## src/rtl/mux_rr_pkg.sv

```systemverilog
// Shared helpers and defaults for the round-robin stream mux.
// Latency: n/a (package only).
// Backpressure: n/a (package only).
package mux_rr_pkg;

  localparam int N_DEF = 4;
  localparam int W_DEF = 8;

  // Index width for n channels, never narrower than one bit.
  function automatic int clog2_min1(input int n);
    return (n <= 1) ? 1 : $clog2(n);
  endfunction

endpackage

```

## src/rtl/mux_rr_stream_arbiter.sv

```systemverilog
// Combinational N-way arbiter: cyclic priority from ptr, or a forced index.
// Latency: zero (purely combinational).
// Backpressure: none here; the caller gates the grant with its own slot-free term.
module rr_arbiter #(
  parameter int N     = 4,
  parameter int SEL_W = 2
) (
  input  logic [N-1:0]     req,
  input  logic [SEL_W-1:0] ptr,
  input  logic             force_en,
  input  logic [SEL_W-1:0] force_sel,
  output logic [N-1:0]     grant,
  output logic [SEL_W-1:0] grant_idx,
  output logic             any_grant
);

  // Pick at most one requester: the forced index when forcing (none if out of
  // range or idle), otherwise the first requester at or after ptr, wrapping.
  always_comb begin
    int idx;
    grant     = '0;
    grant_idx = '0;
    any_grant = 1'b0;
    idx       = 0;
    if (force_en) begin
      for (int i = 0; i < N; i++) begin
        if ((int'(force_sel) == i) && req[i]) begin
          grant[i]  = 1'b1;
          grant_idx = SEL_W'(i);
          any_grant = 1'b1;
        end
      end
    end else begin
      for (int k = 0; k < N; k++) begin
        idx = (int'(ptr) + k) % N;
        if (!any_grant && req[idx]) begin
          grant[idx] = 1'b1;
          grant_idx  = SEL_W'(idx);
          any_grant  = 1'b1;
        end
      end
    end
  end

endmodule

```

## src/rtl/mux_rr_stream.sv

```systemverilog
// N-input registered stream mux, round-robin or forced select; MUX_RR_PKT_LOCK_EN adds packet lock.
// Latency: word accepted at edge k appears on out_valid/out_data right after edge k.
// Backpressure: in_ready only when the output slot is empty or draining this cycle; 1 word/cycle.
module mux_rr_stream
  import mux_rr_pkg::*;
#(
  parameter int N     = N_DEF,
  parameter int W     = W_DEF,
  parameter int SEL_W = clog2_min1(N)
) (
  input  logic             clk,
  input  logic             rst_n,
  input  logic [N-1:0]     in_valid,
  input  logic [N*W-1:0]   in_data,
`ifdef MUX_RR_PKT_LOCK_EN
  input  logic [N-1:0]     in_last,
  output logic             out_last,
`endif
  output logic [N-1:0]     in_ready,
  input  logic             force_en,
  input  logic [SEL_W-1:0] force_sel,
  output logic             out_valid,
  output logic [W-1:0]     out_data,
  output logic [SEL_W-1:0] out_sel,
  input  logic             out_ready
);

  logic             r_out_valid;
  logic [W-1:0]     r_out_data;
  logic [SEL_W-1:0] r_out_sel;
  logic [SEL_W-1:0] r_rr_ptr;

  logic             w_free;
  logic             w_xfer;
  logic             w_adv_ptr;
  logic             w_force_en;
  logic [SEL_W-1:0] w_force_sel;
  logic [N-1:0]     w_grant;
  logic [SEL_W-1:0] w_grant_idx;
  logic             w_any_grant;
  logic [W-1:0]     w_sel_data;
  logic [SEL_W-1:0] w_ptr_nxt;

`ifdef MUX_RR_PKT_LOCK_EN
  logic             r_lock;
  logic [SEL_W-1:0] r_lock_idx;
  logic             r_lock_rr;
  logic             r_out_last;
  logic             w_sel_last;

  // While a packet is open the arbiter is pinned to its owner and force_en is ignored.
  assign w_force_en  = r_lock ? 1'b1 : force_en;
  assign w_force_sel = r_lock ? r_lock_idx : force_sel;
  // Pointer moves only when the last word of a round-robin packet goes through.
  assign w_adv_ptr   = w_xfer && w_sel_last && (r_lock ? r_lock_rr : !force_en);
  assign out_last    = r_out_last;
`else
  assign w_force_en  = force_en;
  assign w_force_sel = force_sel;
  assign w_adv_ptr   = w_xfer && !force_en;
`endif

  rr_arbiter #(
    .N     (N),
    .SEL_W (SEL_W)
  ) u_arb (
    .req       (in_valid),
    .ptr       (r_rr_ptr),
    .force_en  (w_force_en),
    .force_sel (w_force_sel),
    .grant     (w_grant),
    .grant_idx (w_grant_idx),
    .any_grant (w_any_grant)
  );

  assign w_free   = !r_out_valid || out_ready;
  assign w_xfer   = w_any_grant && w_free;
  assign in_ready = rst_n ? (w_grant & {N{w_free}}) : '0;

  assign w_ptr_nxt = (int'(w_grant_idx) >= N - 1) ? '0 : SEL_W'(w_grant_idx + 1'b1);

  // One-hot grant steers the winning channel's data (and last flag) to the register input.
  always_comb begin
    w_sel_data = '0;
`ifdef MUX_RR_PKT_LOCK_EN
    w_sel_last = 1'b0;
`endif
    for (int i = 0; i < N; i++) begin
      w_sel_data = w_sel_data | (in_data[i*W +: W] & {W{w_grant[i]}});
`ifdef MUX_RR_PKT_LOCK_EN
      w_sel_last = w_sel_last | (in_last[i] & w_grant[i]);
`endif
    end
  end

  // Output register: load on transfer, clear valid on a plain drain, hold on stall.
  always_ff @(posedge clk or negedge rst_n) begin
    if (!rst_n) begin
      r_out_valid <= 1'b0;
      r_out_data  <= '0;
      r_out_sel   <= '0;
    end else if (w_xfer) begin
      r_out_valid <= 1'b1;
      r_out_data  <= w_sel_data;
      r_out_sel   <= w_grant_idx;
    end else if (out_ready) begin
      r_out_valid <= 1'b0;
    end
  end

  // Round-robin pointer: next search starts just past the last round-robin winner.
  always_ff @(posedge clk or negedge rst_n) begin
    if (!rst_n) begin
      r_rr_ptr <= '0;
    end else if (w_adv_ptr) begin
      r_rr_ptr <= w_ptr_nxt;
    end
  end

`ifdef MUX_RR_PKT_LOCK_EN
  // Packet lock: opened by a non-last word, closed by the owner's last word.
  always_ff @(posedge clk or negedge rst_n) begin
    if (!rst_n) begin
      r_lock     <= 1'b0;
      r_lock_idx <= '0;
      r_lock_rr  <= 1'b0;
      r_out_last <= 1'b0;
    end else if (w_xfer) begin
      r_out_last <= w_sel_last;
      if (w_sel_last) begin
        r_lock <= 1'b0;
      end else begin
        r_lock     <= 1'b1;
        r_lock_idx <= w_grant_idx;
        if (!r_lock) begin
          r_lock_rr <= !force_en;
        end
      end
    end
  end
`endif

  assign out_valid = r_out_valid;
  assign out_data  = r_out_data;
  assign out_sel   = r_out_sel;

endmodule

```

## config.mk

```make
export PLATFORM = sky130hd
export DESIGN_NAME = mux_rr_stream
export DESIGN_NICKNAME = d
export VERILOG_FILES = /design/src/rtl/mux_rr_pkg.sv /design/src/rtl/mux_rr_stream_arbiter.sv /design/src/rtl/mux_rr_stream.sv
export SDC_FILE = /design/constraint.sdc
export NUM_CORES = 1
export LEC_CHECK = 0
export CORE_MARGIN = 5
export CORE_UTILIZATION = 44
export DETAILED_ROUTE_END_ITERATION = 8
export PLACE_DENSITY = 0.81
export SYNTH_ARGS = -nofsm -noshare
export SYNTH_HDL_FRONTEND = slang
export SYNTH_SLANG_ARGS = --single-unit
```

## constraint.sdc

```tcl
create_clock -name clk -period 4.1 [get_ports clk]
set_clock_uncertainty 0.05 [all_clocks]
set_input_delay 1.025 -clock clk [delete_from_list [all_inputs] [get_ports clk]]
set_output_delay 1.025 -clock clk [all_outputs]
set_load 0.005 [all_outputs]
```

# Word level (Yosys, flattened, before mapping)
# Cells that the tools add are included.
[word_totals]
output_inout_bits = 15
in_bits = 42
word_cells = 112
ff_bits = 13
[classes]
reduce_logical = 24
add_sub_neg = 4
magnitude_cmp = 9
eq_ne = 3
muxes = 54
bitwise = 14
[ops]
columns = ["cell", "n"]
rows = [
  ["$mux 4", 9],
  ["$and 8x8->8", 4],
  ["$mux 1", 29],
  ["$or 8x8->8", 3],
  ["$mux 2", 8],
  ["$logic_and 1x1->1", 13],
  ["$lt 3x4->1 const B", 3],
  ["$or 4x4->4", 3],
  ["$ge 3x1->1 const B", 3],
  ["$bmux 1 s2", 4],
  ["$demux 1 s2", 4],
  ["$reduce_or 2->1", 3],
  ["$logic_not 1->1", 5],
  ["$add 2x1->2 const B", 2],
  ["$add 2x2->2 const B", 2],
  ["$and 4x4->4", 1],
  ["$eq 2x2->1 const B", 2],
  ["$and 1x1->1 const A", 3],
  ["$lt 2x3->1 const B", 1],
  ["$eq 2x1->1 const B", 1],
  ["$ge 2x1->1 const B", 1],
  ["$ge 2x2->1 const B", 1],
  ["$logic_not 2->1", 1],
  ["$reduce_bool 2->1", 1],
  ["$logic_or 1x1->1", 1],
]

# Longest topological paths before layout
[logic_depth]
ltp_word = 21
ltp_mapped = 10

# By module
# A second synthesis with hierarchy kept.
[unflattened]
cells_unflattened = 135
hier_area_um2 = 1276.2
[modules_own_cells]
columns = ["module", "area_per_inst_um2", "cells_each", "n_inst"]
rows = [
  ["mux_rr_stream", 710.7, 67, 1],
  ["rr_arbiter", 565.5, 68, 1],
]

# Worst setup path after synthesis
# OpenSTA, ideal clock, no wires.
[synth_timing]
path_type = "reg-to-output"
from = "reg r_rr_ptr[0]"
to = "out in_ready[3]"
required_ns = 3.025
stages_incl_launch_ff = 10
path_slack_ns = 0.387
path_buffers = 2
arrival_ns = 2.638
path_cell_list = "dfrtp_1 buf_4 inv_1 ha_1 buf_6 or3b_4 a2111oi_4 o311ai_1 a41oi_4 nor2b_1"
[synth_between]
elab_chain_cells = 18
word_cells_on_any_way = 65
classes_between = "add/sub: 3; order compare: 8; mux: 34; bitwise: 7; reduce/logical: 13"
[synth_lines]
columns = ["element", "line_no", "rtl"]
rows = [
  ["start, declared", "mux_rr_stream.sv:31", "logic [SEL_W-1:0] r_rr_ptr;"],
  ["start signal, assigned", "mux_rr_stream.sv:116", "r_rr_ptr <= w_ptr_nxt;"],
  ["$add 2x1->2 or $bmux 1 s2 (tied branches)", "mux_rr_stream_arbiter.sv:35, mux_rr_stream_arbiter.sv:36", ""],
  ["$reduce_or 2->1 (no source line) or $mux 1 (tied branches)", "--", ""],
  ["$and 1x1->1 (no source line) or $mux 1 (tied branches)", "--", ""],
  ["$lt 3x4->1 (implied by the code) (tied with other cells)", "mux_rr_stream_arbiter.sv:37", "grant[idx] = 1'b1;"],
  ["$logic_and 1x1->1 (implied by the code) or $logic_not 1->1 (tied branches)", "mux_rr_stream_arbiter.sv:37, mux_rr_stream_arbiter.sv:36", ""],
  ["$mux 1 (implied by the code) or $logic_and 1x1->1 (tied branches)", "mux_rr_stream_arbiter.sv:37, mux_rr_stream_arbiter.sv:36", ""],
  ["$demux 1 s2 or $mux 1 (tied branches)", "--", ""],
  ["$or 4x4->4 (no source line) or $mux 1 (tied branches)", "--", ""],
  ["[2 not listed]", "--", ""],
  ["$or 4x4->4 (no source line) or $mux 1 (tied branches)", "--", ""],
  ["$mux 4 or $mux 1 (tied branches)", "mux_rr_stream_arbiter.sv:36, mux_rr_stream_arbiter.sv:25", ""],
  ["$mux 4 or $logic_not 1->1 (tied branches)", "mux_rr_stream_arbiter.sv:25, mux_rr_stream_arbiter.sv:36", ""],
  ["$or 4x4->4 (no source line) or $logic_and 1x1->1 (tied branches)", "--", ""],
  ["$mux 4 *", "mux_rr_stream_arbiter.sv:36", "if (!any_grant && req[idx]) begin"],
  ["$mux 4 *", "mux_rr_stream_arbiter.sv:25", "if (force_en) begin"],
  ["$and 4x4->4 *", "mux_rr_stream.sv:78", "assign in_ready = rst_n ? (w_grant & {N{w_free}}) : '0;"],
  ["$mux 4 *", "mux_rr_stream.sv:78", ""],
  ["end, declared", "mux_rr_stream.sv:19", "output logic [N-1:0] in_ready,"],
]
# Mark *: on every way between the ends. The rest lies on a longest branch, timed or not. The select of a mux whose other input is x is not followed.

# Worst setup path in the final report
[layout_timing]
from = "in in_valid[2]"
to = "out in_ready[0]"
[layout_between]
elab_chain_cells = 18
word_cells_on_any_way = 36
classes_between = "mux: 26; bitwise: 4; reduce/logical: 6"
[layout_lines]
columns = ["element", "line_no", "rtl"]
rows = [
  ["start, declared", "mux_rr_stream.sv:13", "input logic [N-1:0] in_valid,"],
  ["$bmux 1 s2", "mux_rr_stream_arbiter.sv:36", ""],
  ["$mux 1 (implied by the code)", "mux_rr_stream_arbiter.sv:36", ""],
  ["$mux 1", "mux_rr_stream_arbiter.sv:36", ""],
  ["$mux 1", "mux_rr_stream_arbiter.sv:25", ""],
  ["$logic_not 1->1", "mux_rr_stream_arbiter.sv:36", ""],
  ["$logic_and 1x1->1", "mux_rr_stream_arbiter.sv:36", ""],
  ["$mux 1", "mux_rr_stream_arbiter.sv:36", ""],
  ["$mux 1", "mux_rr_stream_arbiter.sv:25", ""],
  ["[2 not listed]", "--", ""],
  ["$mux 1", "mux_rr_stream_arbiter.sv:36", ""],
  ["$mux 1", "mux_rr_stream_arbiter.sv:25", ""],
  ["$logic_not 1->1", "mux_rr_stream_arbiter.sv:36", ""],
  ["$logic_and 1x1->1", "mux_rr_stream_arbiter.sv:36", ""],
  ["$mux 4 *", "mux_rr_stream_arbiter.sv:36", ""],
  ["$mux 4 *", "mux_rr_stream_arbiter.sv:25", ""],
  ["$and 4x4->4 *", "mux_rr_stream.sv:78", ""],
  ["$mux 4 *", "mux_rr_stream.sv:78", ""],
]
# Marks and branches as above.

==> reports/qor.csv <==
stage,metric,value,unit
synth,synth warn,0,
placed_design,# port buffers,56,
synth,Post-Synth Adder-Cell Area,0.0698,
floorplan,DIE AREA,4500,µm²
synth,XOR/XNOR share of the synthesized area,0,
min_path,hold depth,2,
critical_path,Worst Setup End Kind,output port,
timing,"Slew Viols, Final",0,
synth,mux share of post-synthesis cell area,0.114,
cts,maximum buffer depth of the clock tree,2,
min_path,hold_sp,out_sel[0],
run,max-cap viol count,0,
layout,Seq. cell area,325,µm²
grt,overall routing resource usage,0.238,
synth,Mapped Cells,165,
timing,Slew headroom,0.229,
cts,hold_buf cts,0,
critical_path,CP max-delay cell,or3b_4,
synth,synthesized net count,215,
critical_path,critical path's largest stage delay,0.40,ns
cts,H-Tree Depth,1,
floorplan,Placeable Area,3080,µm²
timing,WHS,0.478,ns
cts,Clock Pin Slew Worst Setup and Hold Paths,0.07,ns
placed_design,Detailed Place HPWL,4070,µm
power,total power,773,µW
synth,most numerous cell in the Yosys netlist,nor2_1,
placed_design,DP Area,2180,µm²
synth,post-synth top area share,0.227,
cts,root buf cell,clkbuf_4,
synth,#FFs+latches synth,13,
power,Max VDD drop,0.168,mV
timing,minimum clock period,4.10,ns
grt,vias in the first global route,1747,
critical_path,Crit Path Max Fanout,4,
floorplan,die width,67.1,µm
synth,"Top FF cell, synth",dfrtp_1,
grt,initial antenna violation count,0,
synth,Yosys top cell by area,dfrtp_1,
critical_path,R2R Path End,out_data[4],
timing,Tcrit/Tclk final,1.00,
power,power per cell area,337,nW/µm²
grt,first-pass GRT wire length,8220,µm
route,DR WL/cell,18.0,µm
critical_path,CP most frequent cell,buf_4,
route,ANT nets after route,0,
synth,largest family of logic cells by synthesized area,compound AO/OA/AOI/OAI gates,
floorplan,Starting Density,0.466,
route,DRC,0,
route,DRT Pass-1 Iters,4,
power,Static Leak,0.000939,µW
critical_path,R2R Setup Slk,1.15,ns
synth,Post-synth EDFFs,0,
synth,top post-synthesis cells by count,"19 x nor2_1, 14 x nand2_1, 13 x dfrtp_1",
synth,sequential fraction of the synthesis area,0.227,
layout,share of layout cells above drive strength 1,0.241,
floorplan,Die Y,67.1,µm
grt,GRT Residual Overflow,0,
route,DR vias/cell,5.98,
cts,Num CTS Buffers,3,
critical_path,worst path arrival time,3.02,ns
route,1st-iter DRT viols,105,
layout,Fillers,224,
cts,CTS Sinks,13,
grt,largest net degree at the start of global routing,20,
synth,syn_area_per_cell,8.69,µm²
critical_path,R2R depth,13,
critical_path,Critical R2R Launch,r_rr_ptr[1],
timing,worst slew pin tran,1.15,ns
critical_path,CP Cell Sequence,clkdlybuf4s15_2 > or3b_4 > a2111oi_4 > buf_4 > buf_4 > o31ai_1 > a31oi_4 > nor2b_1 > dlygate4sd2_1,
floorplan,Std-Cell Rows,20,
cts,Skew-Pair Late Insertion Delay,0.27,ns
layout,final net count,300,
cts,CTS tree,built,
route,vias,1752,
layout,area of the multi-input gates,1060,µm²
critical_path,Setup crit start kind,input port,
synth,unique cell type count in the Yosys netlist,41,
layout,area grow syn2layout,60.2,%
placed_design,gp weighted congestion,0.870,
synth,simple-gate area share of the yosys netlist,0.232,
floorplan,Ports,57,
min_path,hold path endpoint,out_sel[0],
timing,Final Hold Fails,0,
min_path,Worst Hold Class,reg -> reg,
synth,post-synthesis cell area,1430,µm²
timing,Final WS setup,0.00201,ns
run_status,status,"finished, final reports clean",
critical_path,Setup CP Type,in -> out,
layout,Final Cell Area,2300,µm²
synth,Synth area leaders,"dfrtp_1 23%, ha_1 7.0%, a32oi_1 6.1%",
critical_path,CP required,3.02,ns
layout,Inserted Diodes,0,
route,final wirelength,5290,µm
timing,Fmax,244,MHz
placed_design,post-place setup slack,-0.464,ns
synth,complex-gate fraction of the synthesized area,0.301,
synth,Post-synth ARST share,1.00,
timing,Final Setup Violations,0,
-- registers in the layout (all words and copies together), names as in the netlist --
name,count
out_sel,2
out_valid,1
r_rr_ptr,2
out_data,8
-- worst max-delay path: cells and delay by family --
kind                   cells  cell delay [ns]
AOI/OAI and AO/OA          3             0.67
buffers and inverters      4             0.78
and+or+nand+nor            2             0.56
-- routing by layer --
layer,GRT usage,vias up,part of all wire
met5,0,-,0
met4,0.0835,0,0.014
met3,0.0523,7,0.072
met2,0.453,74,0.54
met1,0.252,857,0.37
li1,-,814,-
-- cells by family (layout without fill, tap and decap cells) --
| kind of cell | Yosys count | count (layout) |
|---|---|---|
| adders and majority gates | 8 | 8 |
| muxes | 12 | 12 |
| and+or+nand+nor | 64 | 64 |
| AOI/OAI and AO/OA | 52 | 52 |
| buffers and inverters | 16 | 100 |
| DFF | 13 | 13 |
-- stage by stage --
| step | cells | util | TNS (ns) |
|---|---|---|---|
| after detailed placement | 280 | 0.709 | -1.67 |
| after global placement | 280 | 0.709 | -1.35 |
| after floorplan | 165 | - | 0 |
| final | 293 | 0.746 | 0 |
| after CTS | 291 | 0.741 | 0 |
| after global routing | 293 | 0.746 | -0.0766 |
-- where the power goes --
part | switching [µW] | total (µW) | internal, µW
clock network | 43.7 | 81.4 | 37.8
registers | 18.2 | 180 | 161
logic | 243 | 512 | 270
-- repair_timing --
item / in CTS / in global routing
setup endpoints to repair: 4 / 3
buffers inserted: 7 / 2
gates resized for setup: 19 / 1
pin swaps: 5 / 2
-- worst max-delay path by stage --
stage                        to         from
detailed placement  in_ready[3]  in_valid[0]
CTS                 in_ready[3]  in_valid[2]
floorplan           in_ready[3]  r_rr_ptr[0]
global placement    in_ready[3]  in_valid[2]
global route        in_ready[0]  in_valid[2]
finish              in_ready[0]  in_valid[2]
-- cells in the final DEF, fill, tap and decap left out, types with 5 or more instances in the layout --
cell type and n:
a31oi_1 12, a32oi_1 10, buf_4 35, clkdlybuf4s50_1 48
dfrtp_1 13, dlygate4sd2_1 5, ha_1 8, inv_1 5
mux2_2 5, nand2_1 14, nand3_1 7, nor2_1 19
o21ai_0 5
-- cell type report --
class | count | area share
Tap cell | 44 | 0.0240
Timing Repair Buffer | 91 | 0.354
Clock buffer | 4 | 0.0114
Multi-Input combinational cell | 136 | 0.461
Inverter | 5 | 0.00817
Sequential cell | 13 | 0.142
Power figures use the tool's default switching activity.
